--- src/rtl/axi_lite_bridge_mc_pkg.sv ---
// Shared types and defaults for the multi-channel AXI-lite DRAM bridge.
package bridge_pkg;
  typedef enum logic [2:0] {IDLE, RD_A, RD_D, WR_AW, WR_B, DONE} bridge_state_e;

  localparam logic [1:0]  RESP_OKAY       = 2'b00;
  localparam logic [16:0] DEF_BASE_ADDR   = 17'h10000;
  localparam int          DEF_STRIDE_LOG2 = 3;

  // Index width that stays legal for a single channel.
  function automatic int idx_w(input int n);
    return (n > 1) ? $clog2(n) : 1;
  endfunction
endpackage

--- src/rtl/axi_lite_bridge_mc_rr_arbiter.sv ---
// Round-robin arbiter: first requester at or after the pointer wins; pointer
// moves to winner+1 whenever a grant is consumed.
module rr_arbiter import bridge_pkg::*; #(
  parameter int N = 2
) (
  input  logic                 clk,
  input  logic                 rst,
  input  logic [N-1:0]         req_i,
  input  logic                 advance_i,
  output logic [N-1:0]         grant_oh_o,
  output logic [idx_w(N)-1:0]  grant_idx_o,
  output logic                 any_o
);
  localparam int IW = idx_w(N);

  logic [IW-1:0] ptr_q;
  logic [IW-1:0] cand;

  // Scan from farthest to nearest so the nearest requester is assigned last.
  always_comb begin
    grant_idx_o = '0;
    any_o       = 1'b0;
    cand        = '0;
    for (int k = N - 1; k >= 0; k--) begin
      cand = IW'((int'(ptr_q) + k) % N);
      if (req_i[cand]) begin
        grant_idx_o = cand;
        any_o       = 1'b1;
      end
    end
  end

  always_comb begin
    grant_oh_o = '0;
    if (any_o) grant_oh_o[grant_idx_o] = 1'b1;
  end

  always_ff @(posedge clk) begin
    if (rst) ptr_q <= '0;
    else if (advance_i && any_o)
      ptr_q <= (grant_idx_o == IW'(N - 1)) ? '0 : grant_idx_o + 1'b1;
  end
endmodule

--- src/rtl/axi_lite_bridge_mc.sv ---
// N_CH client channels sharing one AXI-lite DRAM master, one transaction at a
// time, round-robin granted, with per-channel request latching.
module axi_lite_bridge_mc import bridge_pkg::*; #(
  parameter int                    N_CH        = 2,
  parameter int                    DATA_W      = 64,
  parameter int                    ADDR_W      = 8,
  parameter int                    AXI_ADDR_W  = 17,
  parameter logic [AXI_ADDR_W-1:0] BASE_ADDR   = DEF_BASE_ADDR,
  parameter int                    STRIDE_LOG2 = DEF_STRIDE_LOG2
) (
  input  logic                     clk,
  input  logic                     rst,
  input  logic [N_CH-1:0]          C_in_valid,
  input  logic [N_CH-1:0]          C_r_wb,
  input  logic [N_CH*ADDR_W-1:0]   C_addr,
  input  logic [N_CH*DATA_W-1:0]   C_data_w,
  output logic [N_CH-1:0]          C_out_valid,
  output logic [DATA_W-1:0]        C_data_r,
  output logic                     C_err,
  output logic                     AR_VALID,
  input  logic                     AR_READY,
  output logic [AXI_ADDR_W-1:0]    AR_ADDR,
  input  logic                     R_VALID,
  output logic                     R_READY,
  input  logic [DATA_W-1:0]        R_DATA,
  input  logic [1:0]               R_RESP,
  output logic                     AW_VALID,
  input  logic                     AW_READY,
  output logic [AXI_ADDR_W-1:0]    AW_ADDR,
  output logic                     W_VALID,
  input  logic                     W_READY,
  output logic [DATA_W-1:0]        W_DATA,
  input  logic                     B_VALID,
  output logic                     B_READY,
  input  logic [1:0]               B_RESP
);
  localparam int IW = idx_w(N_CH);

  logic [N_CH-1:0]             pend_q, rwb_q;
  logic [N_CH-1:0][ADDR_W-1:0] addr_q;
  logic [N_CH-1:0][DATA_W-1:0] wdat_q;

  bridge_state_e         state_q;
  logic [N_CH-1:0]       gnt_oh_q, arb_oh;
  logic [IW-1:0]         arb_idx;
  logic                  arb_any, arb_adv;
  logic [AXI_ADDR_W-1:0] sel_addr;
  logic                  aw_done_q, w_done_q, aw_hs, w_hs, err_q;
  logic [DATA_W-1:0]     res_q;

  logic [N_CH-1:0]       C_out_valid_q;
  logic [DATA_W-1:0]     C_data_r_q, W_DATA_q;
  logic                  C_err_q, AR_VALID_q, R_READY_q, AW_VALID_q, W_VALID_q, B_READY_q;
  logic [AXI_ADDR_W-1:0] AR_ADDR_q, AW_ADDR_q;

  assign arb_adv  = (state_q == IDLE) && arb_any;
  // Shift happens at the DRAM width so oversized records wrap modulo 2^AXI_ADDR_W.
  assign sel_addr = BASE_ADDR + (AXI_ADDR_W'(addr_q[arb_idx]) << STRIDE_LOG2);
  assign aw_hs    = AW_VALID_q && AW_READY;
  assign w_hs     = W_VALID_q && W_READY;

  rr_arbiter #(.N(N_CH)) u_arb (
    .clk        (clk),
    .rst        (rst),
    .req_i      (pend_q),
    .advance_i  (arb_adv),
    .grant_oh_o (arb_oh),
    .grant_idx_o(arb_idx),
    .any_o      (arb_any)
  );

  // Clearing happens in DONE, so a pulse in the C_out_valid cycle finds pend=0.
  always_ff @(posedge clk) begin
    if (rst) begin
      pend_q <= '0;
      rwb_q  <= '0;
      addr_q <= '0;
      wdat_q <= '0;
    end else begin
      for (int i = 0; i < N_CH; i++) begin
        if (C_in_valid[i] && !pend_q[i]) begin
          pend_q[i] <= 1'b1;
          rwb_q[i]  <= C_r_wb[i];
          addr_q[i] <= C_addr[i*ADDR_W +: ADDR_W];
          wdat_q[i] <= C_data_w[i*DATA_W +: DATA_W];
        end else if (state_q == DONE && gnt_oh_q[i]) begin
          pend_q[i] <= 1'b0;
        end
      end
    end
  end

  always_ff @(posedge clk) begin
    if (rst) begin
      state_q       <= IDLE;
      gnt_oh_q      <= '0;
      aw_done_q     <= 1'b0;
      w_done_q      <= 1'b0;
      err_q         <= 1'b0;
      res_q         <= '0;
      C_out_valid_q <= '0;
      C_data_r_q    <= '0;
      C_err_q       <= 1'b0;
      AR_VALID_q    <= 1'b0;
      AR_ADDR_q     <= '0;
      R_READY_q     <= 1'b0;
      AW_VALID_q    <= 1'b0;
      AW_ADDR_q     <= '0;
      W_VALID_q     <= 1'b0;
      W_DATA_q      <= '0;
      B_READY_q     <= 1'b0;
    end else begin
      C_out_valid_q <= '0;
      case (state_q)
        IDLE: if (arb_any) begin
          gnt_oh_q <= arb_oh;
          if (rwb_q[arb_idx]) begin
            AR_VALID_q <= 1'b1;
            AR_ADDR_q  <= sel_addr;
            state_q    <= RD_A;
          end else begin
            AW_VALID_q <= 1'b1;
            W_VALID_q  <= 1'b1;
            AW_ADDR_q  <= sel_addr;
            W_DATA_q   <= wdat_q[arb_idx];
            aw_done_q  <= 1'b0;
            w_done_q   <= 1'b0;
            state_q    <= WR_AW;
          end
        end
        RD_A: if (AR_READY) begin
          AR_VALID_q <= 1'b0;
          R_READY_q  <= 1'b1;
          state_q    <= RD_D;
        end
        RD_D: if (R_VALID) begin
          res_q     <= R_DATA;
          err_q     <= (R_RESP != RESP_OKAY);
          R_READY_q <= 1'b0;
          state_q   <= DONE;
        end
        WR_AW: begin
          if (aw_hs) begin
            AW_VALID_q <= 1'b0;
            aw_done_q  <= 1'b1;
          end
          if (w_hs) begin
            W_VALID_q <= 1'b0;
            w_done_q  <= 1'b1;
          end
          if ((aw_done_q || aw_hs) && (w_done_q || w_hs)) begin
            B_READY_q <= 1'b1;
            state_q   <= WR_B;
          end
        end
        WR_B: if (B_VALID) begin
          res_q     <= W_DATA_q;
          err_q     <= (B_RESP != RESP_OKAY);
          B_READY_q <= 1'b0;
          state_q   <= DONE;
        end
        DONE: begin
          C_out_valid_q <= gnt_oh_q;
          C_data_r_q    <= res_q;
          C_err_q       <= err_q;
          state_q       <= IDLE;
        end
        default: state_q <= IDLE;
      endcase
    end
  end

  assign C_out_valid = C_out_valid_q;
  assign C_data_r    = C_data_r_q;
  assign C_err       = C_err_q;
  assign AR_VALID    = AR_VALID_q;
  assign AR_ADDR     = AR_ADDR_q;
  assign R_READY     = R_READY_q;
  assign AW_VALID    = AW_VALID_q;
  assign AW_ADDR     = AW_ADDR_q;
  assign W_VALID     = W_VALID_q;
  assign W_DATA      = W_DATA_q;
  assign B_READY     = B_READY_q;
endmodule

--- config.mk ---
export PLATFORM = sky130hd
export DESIGN_NAME = axi_lite_bridge_mc
export DESIGN_NICKNAME = d
export VERILOG_FILES = /design/src/rtl/axi_lite_bridge_mc_pkg.sv /design/src/rtl/axi_lite_bridge_mc_rr_arbiter.sv /design/src/rtl/axi_lite_bridge_mc.sv
export SDC_FILE = /design/constraint.sdc
export NUM_CORES = 1
export LEC_CHECK = 0
export BUFFER_PORTS_ARGS = -buffer_cell sky130_fd_sc_hd__buf_2
export CAP_MARGIN = 0
export CORE_MARGIN = 3
export CORE_UTILIZATION = 30
export DETAILED_ROUTE_END_ITERATION = 10
export SYNTH_ARGS = -nofsm -noshare
export SYNTH_HDL_FRONTEND = slang
export SYNTH_SLANG_ARGS = --single-unit
export TNS_END_PERCENT = 30
--- constraint.sdc ---
create_clock -name clk -period 3 [get_ports clk]
set_input_delay 0.3 -clock clk [delete_from_list [all_inputs] [get_ports clk]]
set_output_delay 0.3 -clock clk [all_outputs]
set_load 0.02 [all_outputs]
==> flow_summary.ini <==
[run_status]
status = finished, final reports clean

[final_layout]
drive_above_1_share_pct = 22.95
areaGrowthSynthToFinish_pct = 38.70
nNetsFinal = 2614

[detailed_routing]
dr_wl_met3_mm = 3.387
post-route-drc-count = 0
met1_length_mm = 22.26
firstDrtPassIters = 5
drt-initial-drc-count = 888
viasPerCell = 4.879
route.met2.wl_mm = 25.87
top_layer = met5
routed_wl_mm = 53.05
drtAntennaViolNets = 0
num_vias = 15130
wl_per_cell_um = 17.11

[logic_synthesis]
syn_inst = 1905
ys_ff_latch = 374
synth_cell_types = 41
ys_seq_area_share_pct = 48.98
synth-main-ff-cell = dfxtp_1
synth-edff-count = 0
async_reset_ff_share_pct = 0
yosys_warnings = 0
syn_avg_cell_area_um2 = 8.023
netlist_area_mm2 = 0.01528

[grt]
grt_max_degree = 99
grt_overflow = 0
grt_pass1_vias = 14600
antenna_found_initial = 7
grt_pass1_wl_mm = 81.19
track_usage_pct = 18.91

[sta]
slew_headroom_pct = 38.78
fin_skew_ps = 15.20
final_max_slew_viol_count = 0
worstMarginPinSlew_ps = 918.4
period_share_pct = 78.68
final_hold_viol_count = 0
setup_slack_ps = 639.5
setup_violations = 0
fmax_ghz = 0.4236
timing.setup.tns_ps = 0
rsz0062_at_grt = no
fin_crit_ps = 2361

[power_and_ir_drop]
irDropWorstVdd_mv = 0.3831
p_per_area_mw_per_mm2 = 620.2
fin_total_pwr_mw = 13.15
p_leak_nw = 8.772

[floorplan]
die_area_mm2 = 0.05369
initial_core_util_pct = 30.40
fp.dieW_um = 231.7
num_rows = 82
ios = 393
fp.dieH_um = 231.7
coreArea_mm2 = 0.05027

[clocking]
clockBufferDepth = 3
root_buffer = clkbuf_16
cts_hold_buf = 202
cts_tree = done
numClockSinks = 374
htree_levels = 2
clk_pin_slew_ps = 60
cts_made_buffers = 42
cts_resized = 0
clkLatencyLatePin_ps = 550
postCtsSetupRepairBufs = 0

[hold_path]
hold_class = primary input to flip-flop

[placed_design]
io_buffer_count = 376
post-dp-hpwl_mm = 33.71
pre_cts_slack_ps = 669.4
place_congestion = 0.7838

[worst_setup_path]
cp_slowest_stage_delay_ps = 550
crit_type = flip-flop to flip-flop
path_max_fanout = 44
end_kind = flip-flop
worst-path-buf-inv = 1
worst_ep_arrival_time_ps = 2790
critical-path-top-delay-family = flip-flops
cp-start-kind = flip-flop
path_cells = nand2b_4 -> a21boi_0 -> or3_4 -> buf_12 -> mux2_2
required_ps = 3430
cp_slowest_cell = dfxtp_1

[run]
drv_cap = 0
[where the power goes]
| group | switching [mW] | internal [mW] | total [mW] |
|---|---|---|---|
| Sequential | 0.248 | 5.33 | 5.57 |
| Combinational | 1.28 | 0.892 | 2.17 |
| Clock | 2.11 | 3.29 | 5.40 |
[Yosys cell counts, drive strengths merged (3+ instances only)]
master  number  area [um^2]
nor2b       67        419.2
nand3b       3        22.52
nor2        73        274.0
nor3         5        36.29
nand2b       3        18.77
mux2        64        867.1
a21o         8        60.06
nand2      574         2155
clkbuf     136        510.5
dfxtp      374         7487
inv          5        18.77
mux2i       16        160.2
a21oi      287         1436
o21ai       75        375.4
buf         47        291.5
nand3       74        370.4
and3         4        25.02
a311oi      66        578.1
[final cells by class]
class	instances	area, um^2
antenna	5	12.51
sequential	374	7491
multi-input combinational	1357	7121
inverter	6	22.52
clock buffer	63	1281
fill	4980	29070
clock inverter	13	177.7
timing repair buffer	610	4254
tap	672	840.8
[final timing paths]
check | startpoint | endpoint | slack [ps] | cells past startpoint
setup / recovery | pend_q[0]$_SDFFE_PP0P_ | W_DATA[16]$_SDFFE_PP0P_ | 640 | 5
hold / removal | C_data_w[0] | wdat_q[0]$_SDFFE_PP0P_ | 40 | 3
setup reg to reg | pend_q[0]$_SDFFE_PP0P_ | W_DATA[16]$_SDFFE_PP0P_ | 640 | 5
hold reg to reg | res_q[24]$_SDFFE_PP0P_ | C_data_r[24]$_SDFFE_PP0N_ | 450 | 2
[through the flow]
stage	hold WS (ps)	cells	area (um^2)	utilization (%)
after floorplan	432.1	1920	15340	-
after detailed placement	441.1	2817	17710	35.22
after global routing	30.11	3097	21190	42.16
after CTS	3.419	3095	21190	42.15
after global placement	436.5	2817	17710	35.22
final	43.15	3100	21200	42.17
[tightest hold or removal path, cell delays in order]
cell	delay (ps)
buf_2	100
nand2_1	80
a21oi_1	60
[cell usage in the layout, fill, tap and decap left out, types with 3 or more instances in the layout]
cell / count
a21o_1: 8
a21oi_1: 286
a311oi_1: 66
and3_1: 3
buf_12: 8
buf_2: 375
buf_4: 24
bufinv_16: 4
clkbuf_1: 7
clkbuf_16: 43
clkbuf_8: 13
clkinv_2: 5
conb_1: 16
dfxtp_1: 373
diode_2: 5
dlygate4sd3_1: 202
inv_1: 5
mux2_2: 25
mux2_4: 39
mux2i_1: 16
nand2_1: 572
nand3_1: 73
nand3b_1: 3
nor2_1: 73
nor2b_1: 64
nor2b_4: 3
nor3_1: 4
o21ai_0: 75
[layer usage]
layer,GRT usage [%],vias to the layer above
met1,23.39,7178
met5,0,-
li1,-,7347
met2,32.75,495
met4,7.068,6
met3,3.435,100
[sequential cells by signal, indices dropped and copies added, names as in the netlist, 2 cells and up]
signal,flops
AR_ADDR,9
AW_ADDR,9
C_data_r,64
C_out_valid,2
W_DATA,64
addr_q,16
gnt_oh_q,2
pend_q,2
res_q,64
rwb_q,2
state_q,3
wdat_q,128
[cells by family (layout without fill, tap and decap cells)]
kind of cell | Yosys count | count (layout) | synth area share, %
mux | 80 | 80 | 6.721
flops | 374 | 374 | 48.98
buf+inv | 189 | 692 | 5.395
simple gates | 809 | 809 | 22.02
compound gates | 452 | 452 | 16.85
other cells | 1 | 21 | 0.02453
No activity file was read; power rests on OpenSTA's default activity.
